<file path="config.mk">
export PLATFORM = sky130hd
export DESIGN_NAME = spi_slave_flat
export DESIGN_NICKNAME = d
export VERILOG_FILES = /design/src/rtl/spi_slave_if.sv /design/src/rtl/spi_slave.sv /design/src/flat_wrapper.sv
export SDC_FILE = /design/constraint.sdc
export NUM_CORES = 1
export LEC_CHECK = 0
export ABC_CLOCK_PERIOD_IN_PS = 5100
export CAP_MARGIN = 30
export CORE_MARGIN = 2
export CORE_UTILIZATION = 40
export DETAILED_ROUTE_END_ITERATION = 6
export SLEW_MARGIN = 10
export SYNTH_ARGS = -nofsm -noshare
export SYNTH_HDL_FRONTEND = slang
export SYNTH_SLANG_ARGS = --single-unit
export TNS_END_PERCENT = 50
</file>
<file path="constraint.sdc">
create_clock -name clk -period 5.1 [get_ports clk]
set_input_delay 0.51 -clock clk [delete_from_list [all_inputs] [get_ports clk]]
set_output_delay 0.51 -clock clk [all_outputs]
set_load 0.02 [all_outputs]
</file>
<file path="src/rtl/spi_slave_if.sv">
// spi_slave_if: SPI pins plus host-side buffer/status signals of the SPI slave
interface spi_slave_if #(
  parameter int WORD_LEN = 8
);
  logic                sck;
  logic                ss;
  logic                mosi;
  logic                miso;
  logic                miso_oe;
  logic [1:0]          mode;
  logic                lsbfirst;
  logic [WORD_LEN-1:0] tx_data;
  logic                tx_wr;
  logic                tx_full;
  logic [WORD_LEN-1:0] rx_data;
  logic                rx_valid;
  logic                rx_rd;
  logic                overrun;
  logic                underrun;
  logic                wr_err;
  logic                res_err;
  logic                busy;

  modport slave (
    input  sck, ss, mosi, mode, lsbfirst, tx_data, tx_wr, rx_rd, res_err,
    output miso, miso_oe, tx_full, rx_data, rx_valid, overrun, underrun, wr_err, busy
  );

  modport master (
    output sck, ss, mosi, mode, lsbfirst, tx_data, tx_wr, rx_rd, res_err,
    input  miso, miso_oe, tx_full, rx_data, rx_valid, overrun, underrun, wr_err, busy
  );
endinterface

</file>
<file path="src/rtl/spi_slave.sv">
// spi_slave: oversampling SPI slave, all four modes, MSB/LSB first, single-entry tx/rx buffers
module spi_slave #(
  parameter int WORD_LEN    = 8,
  parameter int SYNC_STAGES = 2
) (
  input  logic         clk,
  input  logic         rst,
  spi_slave_if.slave   io_bus
);
  localparam int CW = $clog2(WORD_LEN + 1);

  typedef enum logic {IDLE, ACTIVE} state_t;

  state_t                 r_state, w_next;
  logic [SYNC_STAGES-1:0] r_sck_sync, r_ss_sync, r_mosi_sync;
  logic                   r_sck_d, r_ss_d;
  logic                   r_cpol, r_cpha, r_lsb, r_skip;
  logic [CW-1:0]          r_bitcnt;
  logic [WORD_LEN-1:0]    r_shift_in, r_shift_out, r_tx_buf, r_rx_data;
  logic                   r_tx_full, r_rx_valid, r_overrun, r_underrun, r_wr_err;

  logic                w_sck, w_ss, w_mosi, w_sck_rise, w_sck_fall, w_ss_fall;
  logic                w_lead, w_trail, w_act, w_sample, w_shift, w_done, w_start, w_load;
  logic [CW-1:0]       w_cnt_inc;
  logic [WORD_LEN-1:0] w_word;

  assign w_sck      = r_sck_sync[SYNC_STAGES-1];
  assign w_ss       = r_ss_sync[SYNC_STAGES-1];
  assign w_mosi     = r_mosi_sync[SYNC_STAGES-1];
  assign w_sck_rise = w_sck & ~r_sck_d;
  assign w_sck_fall = ~w_sck & r_sck_d;
  assign w_ss_fall  = ~w_ss & r_ss_d;
  assign w_lead     = r_cpol ? w_sck_fall : w_sck_rise;
  assign w_trail    = r_cpol ? w_sck_rise : w_sck_fall;
  assign w_act      = (r_state == ACTIVE) && !w_ss;
  assign w_sample   = w_act && (r_cpha ? w_trail : w_lead);
  assign w_shift    = w_act && (r_cpha ? w_lead : w_trail);
  assign w_cnt_inc  = r_bitcnt + 1'b1;
  assign w_done     = w_sample && (w_cnt_inc == CW'(WORD_LEN));
  assign w_start    = (r_state == IDLE) && w_ss_fall;
  assign w_load     = w_start | w_done;
  assign w_word     = r_lsb ? {w_mosi, r_shift_in[WORD_LEN-1:1]}
                            : {r_shift_in[WORD_LEN-2:0], w_mosi};

  assign io_bus.tx_full  = r_tx_full;
  assign io_bus.rx_data  = r_rx_data;
  assign io_bus.rx_valid = r_rx_valid;
  assign io_bus.overrun  = r_overrun;
  assign io_bus.underrun = r_underrun;
  assign io_bus.wr_err   = r_wr_err;

  // Input synchronizers plus one delay flop for edge detection; ss idles high
  always_ff @(posedge clk or negedge rst) begin
    if (!rst) begin
      r_sck_sync  <= '0;
      r_ss_sync   <= '1;
      r_mosi_sync <= '0;
      r_sck_d     <= 1'b0;
      r_ss_d      <= 1'b1;
    end else begin
      r_sck_sync  <= {r_sck_sync[SYNC_STAGES-2:0], io_bus.sck};
      r_ss_sync   <= {r_ss_sync[SYNC_STAGES-2:0], io_bus.ss};
      r_mosi_sync <= {r_mosi_sync[SYNC_STAGES-2:0], io_bus.mosi};
      r_sck_d     <= w_sck;
      r_ss_d      <= w_ss;
    end
  end

  // State register
  always_ff @(posedge clk or negedge rst) begin
    if (!rst) r_state <= IDLE;
    else      r_state <= w_next;
  end

  // Next state: select falling enters ACTIVE, deselect level drops back to IDLE
  always_comb begin
    w_next = r_state;
    if (r_state == IDLE) w_next = w_ss_fall ? ACTIVE : IDLE;
    else                 w_next = w_ss ? IDLE : ACTIVE;
  end

  // Outputs: miso is only driven while selected
  always_comb begin
    io_bus.busy    = (r_state == ACTIVE);
    io_bus.miso_oe = (r_state == ACTIVE);
    io_bus.miso    = (r_state == ACTIVE) &&
                     (r_lsb ? r_shift_out[0] : r_shift_out[WORD_LEN-1]);
  end

  // Shift engine; r_skip suppresses the shift edge that directly follows a load
  // so the freshly loaded first bit stays on miso until the master samples it
  always_ff @(posedge clk or negedge rst) begin
    if (!rst) begin
      r_cpol      <= 1'b0;
      r_cpha      <= 1'b0;
      r_lsb       <= 1'b0;
      r_skip      <= 1'b0;
      r_bitcnt    <= '0;
      r_shift_in  <= '0;
      r_shift_out <= '0;
    end else begin
      if (w_start) begin
        r_cpol <= io_bus.mode[1];
        r_cpha <= io_bus.mode[0];
        r_lsb  <= io_bus.lsbfirst;
      end
      if (w_load)        r_bitcnt <= '0;
      else if (w_sample) r_bitcnt <= w_cnt_inc;
      if (w_start)       r_shift_in <= '0;
      else if (w_sample) r_shift_in <= w_word;
      if (w_load)       r_skip <= w_done | io_bus.mode[0];
      else if (w_shift) r_skip <= 1'b0;
      if (w_load)                 r_shift_out <= r_tx_full ? r_tx_buf : '1;
      else if (w_shift && !r_skip) r_shift_out <= r_lsb ? {1'b0, r_shift_out[WORD_LEN-1:1]}
                                                        : {r_shift_out[WORD_LEN-2:0], 1'b0};
    end
  end

  // Host-side buffers and sticky flags; setting events beat res_err and rx_rd
  always_ff @(posedge clk or negedge rst) begin
    if (!rst) begin
      r_tx_buf   <= '0;
      r_tx_full  <= 1'b0;
      r_rx_data  <= '0;
      r_rx_valid <= 1'b0;
      r_overrun  <= 1'b0;
      r_underrun <= 1'b0;
      r_wr_err   <= 1'b0;
    end else begin
      if (io_bus.tx_wr && !r_tx_full) begin
        r_tx_buf  <= io_bus.tx_data;
        r_tx_full <= 1'b1;
      end else if (w_load && r_tx_full) begin
        r_tx_full <= 1'b0;
      end
      if (w_done) r_rx_data <= w_word;
      r_rx_valid <= w_done | (r_rx_valid & ~io_bus.rx_rd);
      r_overrun  <= (w_done & r_rx_valid & ~io_bus.rx_rd) | (r_overrun & ~io_bus.res_err);
      r_underrun <= (w_load & ~r_tx_full) | (r_underrun & ~io_bus.res_err);
      r_wr_err   <= (io_bus.tx_wr & r_tx_full) | (r_wr_err & ~io_bus.res_err);
    end
  end
endmodule

</file>
<file path="src/flat_wrapper.sv">
// flat-port wrapper written by rule: the top's interface ports become plain ports
module spi_slave_flat 
#(
  parameter int WORD_LEN    = 8,
  parameter int SYNC_STAGES = 2
)
  (clk, rst, io_bus_sck, io_bus_ss, io_bus_mosi, io_bus_mode, io_bus_lsbfirst, io_bus_tx_data, io_bus_tx_wr, io_bus_rx_rd, io_bus_res_err, io_bus_miso, io_bus_miso_oe, io_bus_tx_full, io_bus_rx_data, io_bus_rx_valid, io_bus_overrun, io_bus_underrun, io_bus_wr_err, io_bus_busy);
  spi_slave_if #(.WORD_LEN(WORD_LEN)) io_bus_i ();
  input  logic clk;
  input  logic rst;
  input wire logic [$bits(io_bus_i.sck)-1:0] io_bus_sck;
  input wire logic [$bits(io_bus_i.ss)-1:0] io_bus_ss;
  input wire logic [$bits(io_bus_i.mosi)-1:0] io_bus_mosi;
  input wire logic [$bits(io_bus_i.mode)-1:0] io_bus_mode;
  input wire logic [$bits(io_bus_i.lsbfirst)-1:0] io_bus_lsbfirst;
  input wire logic [$bits(io_bus_i.tx_data)-1:0] io_bus_tx_data;
  input wire logic [$bits(io_bus_i.tx_wr)-1:0] io_bus_tx_wr;
  input wire logic [$bits(io_bus_i.rx_rd)-1:0] io_bus_rx_rd;
  input wire logic [$bits(io_bus_i.res_err)-1:0] io_bus_res_err;
  output wire logic [$bits(io_bus_i.miso)-1:0] io_bus_miso;
  output wire logic [$bits(io_bus_i.miso_oe)-1:0] io_bus_miso_oe;
  output wire logic [$bits(io_bus_i.tx_full)-1:0] io_bus_tx_full;
  output wire logic [$bits(io_bus_i.rx_data)-1:0] io_bus_rx_data;
  output wire logic [$bits(io_bus_i.rx_valid)-1:0] io_bus_rx_valid;
  output wire logic [$bits(io_bus_i.overrun)-1:0] io_bus_overrun;
  output wire logic [$bits(io_bus_i.underrun)-1:0] io_bus_underrun;
  output wire logic [$bits(io_bus_i.wr_err)-1:0] io_bus_wr_err;
  output wire logic [$bits(io_bus_i.busy)-1:0] io_bus_busy;
  assign io_bus_i.sck = io_bus_sck;
  assign io_bus_i.ss = io_bus_ss;
  assign io_bus_i.mosi = io_bus_mosi;
  assign io_bus_i.mode = io_bus_mode;
  assign io_bus_i.lsbfirst = io_bus_lsbfirst;
  assign io_bus_i.tx_data = io_bus_tx_data;
  assign io_bus_i.tx_wr = io_bus_tx_wr;
  assign io_bus_i.rx_rd = io_bus_rx_rd;
  assign io_bus_i.res_err = io_bus_res_err;
  assign io_bus_miso = io_bus_i.miso;
  assign io_bus_miso_oe = io_bus_i.miso_oe;
  assign io_bus_tx_full = io_bus_i.tx_full;
  assign io_bus_rx_data = io_bus_i.rx_data;
  assign io_bus_rx_valid = io_bus_i.rx_valid;
  assign io_bus_overrun = io_bus_i.overrun;
  assign io_bus_underrun = io_bus_i.underrun;
  assign io_bus_wr_err = io_bus_i.wr_err;
  assign io_bus_busy = io_bus_i.busy;
  spi_slave #(.WORD_LEN(WORD_LEN), .SYNC_STAGES(SYNC_STAGES)) u_core (.clk(clk), .rst(rst), .io_bus(io_bus_i));
endmodule
</file>
==> run_results.csv <==
group,metric,value,unit
synthesis,yosys.area.top_type_share,53.7,%
global_routing,grt_pass1_wl,7240,µm
timing,clock_skew,0.00525,ns
global_routing,grt_max_degree,55,
floorplan,die_area,0.00658,mm²
power_and_ir_drop,leakagePower,1.17,nW
cells_and_area,area_growth,18.7,%
synthesis,ys_seq_elements,54,
setup_path,slowest_stage,"dfrtp_1",
cells_and_area,final_common_cell,"dfrtp_1",
synthesis,synth-seq-area-share,57.0,%
floorplan,fp.dieW,81.1,µm
detailed_routing,dr_total_vias,1572,
cts,clock-sinks,54,
synthesis,synth_top_family_by_area,"simple AND/OR/NAND/NOR gates",
floorplan,core-area,0.00582,mm²
timing,relSlewSlack,45.9,%
timing,fin_setup_tns,0,ns
setup_path,r2r_setup_slack,2.76,ns
job,maxCapViolCount,0,
synthesis,synth-simple-area-share,14.3,%
cells_and_area,drive_above_1_share,11.1,%
cts,hold_buffers,0,
cts,clockRootBuffer,"clkbuf_8",
setup_path,end_kind,"output pin",
setup_path,crit_type,"register to output pin",
synthesis,synthDistinctLibCells,32,
cells_and_area,layout_common_cells,"51 x dfrtp_1, 33 x clkdlybuf4s50_1, 22 x nand2_1",
setup_path,cp_slowest_stage_delay,0.85,ns
setup_path,worstRegToRegCells,5,
placement,dp_hpwl,2750,µm
synthesis,synthTopCellsByArea,"dfrtp_1 54%, mux2_2 7.1%, mux2i_1 6.7%",
detailed_routing,routed_via_density,4.94,
timing,hold_viol_final,0,
floorplan,num_rows,28,
cells_and_area,finalNetCount,263,
cts,post_cts_buffers,0,
cells_and_area,fillers,571,
setup_path,r2r-end,"u_core.io_bus.tx_full",
synthesis,mappedNetlistArea,0.00238,mm²
setup_path,r2r_start,"u_core.r_cpol",
cts,numCtsBuffers,5,
min_path,worstHoldPathType,"primary input to async pin",
setup_path,worstPathArrival,2.06,ns
setup_path,critPathCapture,"io_bus_miso",
timing,worst_pin_slew,0.812,ns
synthesis,synth_xor_area_share,0.737,%
timing,fmax,0.389,GHz
floorplan,initial_utilization,40.9,%
global_routing,first_global_vias,1533,
synthesis,avgSynthCellArea,11.1,µm²
floorplan,io_pins,35,
placement,preCtsSetupSlack,2.77,ns
cells_and_area,antenna_cells,0,
outcome,outcome,"finished, final reports clean",
power_and_ir_drop,power_density,363,mW/mm²
timing,finalWorstSetupSlack,2.53,ns
detailed_routing,first_pass_iters,4,
synthesis,synth.mux.area_fraction,13.8,%
synthesis,async_flop_share,100,%
cts,cts_buffer_depth,2,
global_routing,grt_overflow,0,
global_routing,gr-usage-all-layers,14.2,%
synthesis,syn_inst,214,
synthesis,synth_nets,234,
setup_path,startpoint,"u_core.r_lsb",
timing,setup_viol,0,
placement,place_congestion,0.726,
synthesis,yosys_warnings,0,
global_routing,antenna_found_initial,0,
timing,final.min_clock_period,2.57,ns
floorplan,fp.dieH,81.1,µm
placement,portBuffers,34,
synthesis,yosysTopAreaCell,"dfrtp_1",
synthesis,synth_compound_area_share,10.1,%
detailed_routing,drt_iter0_drc,85,
setup_path,crit_chain,"mux2i_1 -> nor2b_1 -> clkdlybuf4s50_1",
setup_path,start_kind,"register",
setup_path,worstPathRequired,4.59,ns
detailed_routing,drc,0,
power_and_ir_drop,ir_drop,228,µV
cts,cts_max_level,2,
detailed_routing,finalWirelength,4170,µm
setup_path,cp_max_fo,18,
detailed_routing,post_drt_wl_per_cell,13.1,µm
synthesis,ys_dominant_reg_cell,"dfrtp_1",
timing,rsz0062_at_grt,"no",
timing,fin_crit_sh,50.5,%
detailed_routing,ant_nets,0,
cts,tritoncts,"yes",
cts,cts_resized,0,
synthesis,synthAdderAreaFrac,0.526,%
cts,clk_latency,0.30,ns
timing,drv_slew,0,
cts,clkTransAtPathRegs,0.08,ns
synthesis,synth_edf_count,0,
## cell usage after synthesis, types with 2 or more instances
| master | number |
|---|---|
| o21ai_0 | 20 |
| nand2b_1 | 13 |
| dfstp_2 | 3 |
| mux2_2 | 15 |
| a31oi_1 | 3 |
| inv_1 | 4 |
| a21oi_1 | 14 |
| dfrtp_1 | 51 |
| nor2b_1 | 3 |
| nand3_1 | 15 |
| buf_6 | 2 |
| o22ai_1 | 2 |
| mux2i_1 | 16 |
| nand2_1 | 22 |
| o211ai_1 | 2 |
| nor2_1 | 5 |
| clkbuf_1 | 9 |
## power breakdown
group	total (mW)	switching, mW	internal [mW]
Combinational	0.229	0.0931	0.136
Clock	0.220	0.125	0.0949
Sequential	0.576	0.0672	0.509
Total	1.03	0.285	0.740
## layout make-up
type                    count  area, µm²  area share, %
repair buffers             35        343           12.1
flip-flops and latches     54       1360           48.0
inverters                   4       15.0          0.532
well taps                  75       93.8           3.32
clock buffers               7       76.3           2.70
multi-input cells         143        940           33.3
## cell families (layout without fill, tap and decap cells)
| kind of cell | Yosys count | in the layout |
|---|---|---|
| AND/OR/NAND/NOR | 65 | 65 |
| adder cells (fa/ha/maj) | 1 | 1 |
| XOR/XNOR | 2 | 2 |
| buffers and inverters | 17 | 46 |
| multiplexers | 31 | 31 |
| flip-flops | 54 | 54 |
| AO/OA/AOI/OAI | 44 | 44 |
## sequential cells by signal, indices dropped and copies added, names as in the netlist
register / count
u_core.io_bus.rx_data: 8
u_core.r_shift_in: 8
u_core.r_shift_out: 8
u_core.r_tx_buf: 8
u_core.r_bitcnt: 4
u_core.r_mosi_sync: 2
u_core.r_sck_sync: 2
u_core.r_ss_sync: 2
u_core.io_bus.busy: 1
u_core.io_bus.overrun: 1
u_core.io_bus.rx_valid: 1
u_core.io_bus.tx_full: 1
u_core.io_bus.underrun: 1
u_core.io_bus.wr_err: 1
u_core.r_cpha: 1
u_core.r_cpol: 1
u_core.r_lsb: 1
u_core.r_sck_d: 1
u_core.r_skip: 1
u_core.r_ss_d: 1
## worst min path at each step
stage,startpoint,to,slack (ns)
after CTS,rst,u_core.r_shift_in[3],0.36
after detailed placement,u_core.r_mosi_sync[0],u_core.r_mosi_sync[1],0.34
final,rst,u_core.io_bus.rx_data[1],0.33
after global routing,u_core.r_ss_sync[0],u_core.r_ss_sync[1],0.37
after floorplan,rst,u_core.io_bus.busy,0.21
after global placement,u_core.r_mosi_sync[0],u_core.r_mosi_sync[1],0.34
## per-stage QoR
stage | hold slack [ns] | area [µm²] | util, % | std cells | power (mW)
3_3_place_gp | 0.337 | 2750 | 47.2 | 311 | 0.812
3_5_place_dp | 0.341 | 2750 | 47.2 | 311 | 0.817
2_1_floorplan | 0.214 | 2380 | - | 214 | 0.741
4_1_cts | 0.356 | 2820 | 48.5 | 318 | 1.04
6_report | 0.332 | 2820 | 48.5 | 318 | 1.03
5_1_grt | 0.372 | 2820 | 48.5 | 318 | 1.10
## worst max-delay path: cells and delay by family (launching register included)
| kind | cells | cell delay, ns |
|---|---|---|
| muxes | 1 | 0.18 |
| buffers and inverters | 1 | 0.60 |
| DFF | 1 | 0.85 |
| and+or+nand+nor | 1 | 0.13 |
## metal layers
| layer | vias up | global-route usage, % | wire, µm |
|---|---|---|---|
| li1 | 797 | - | - |
| met1 | 741 | 20.7 | 2200 |
| met2 | 30 | 20.9 | 1750 |
| met3 | 4 | 3.56 | 166 |
| met4 | 0 | 4.07 | 46 |
| met5 | - | 0 | 0 |
Power figures use the tool's default switching activity.
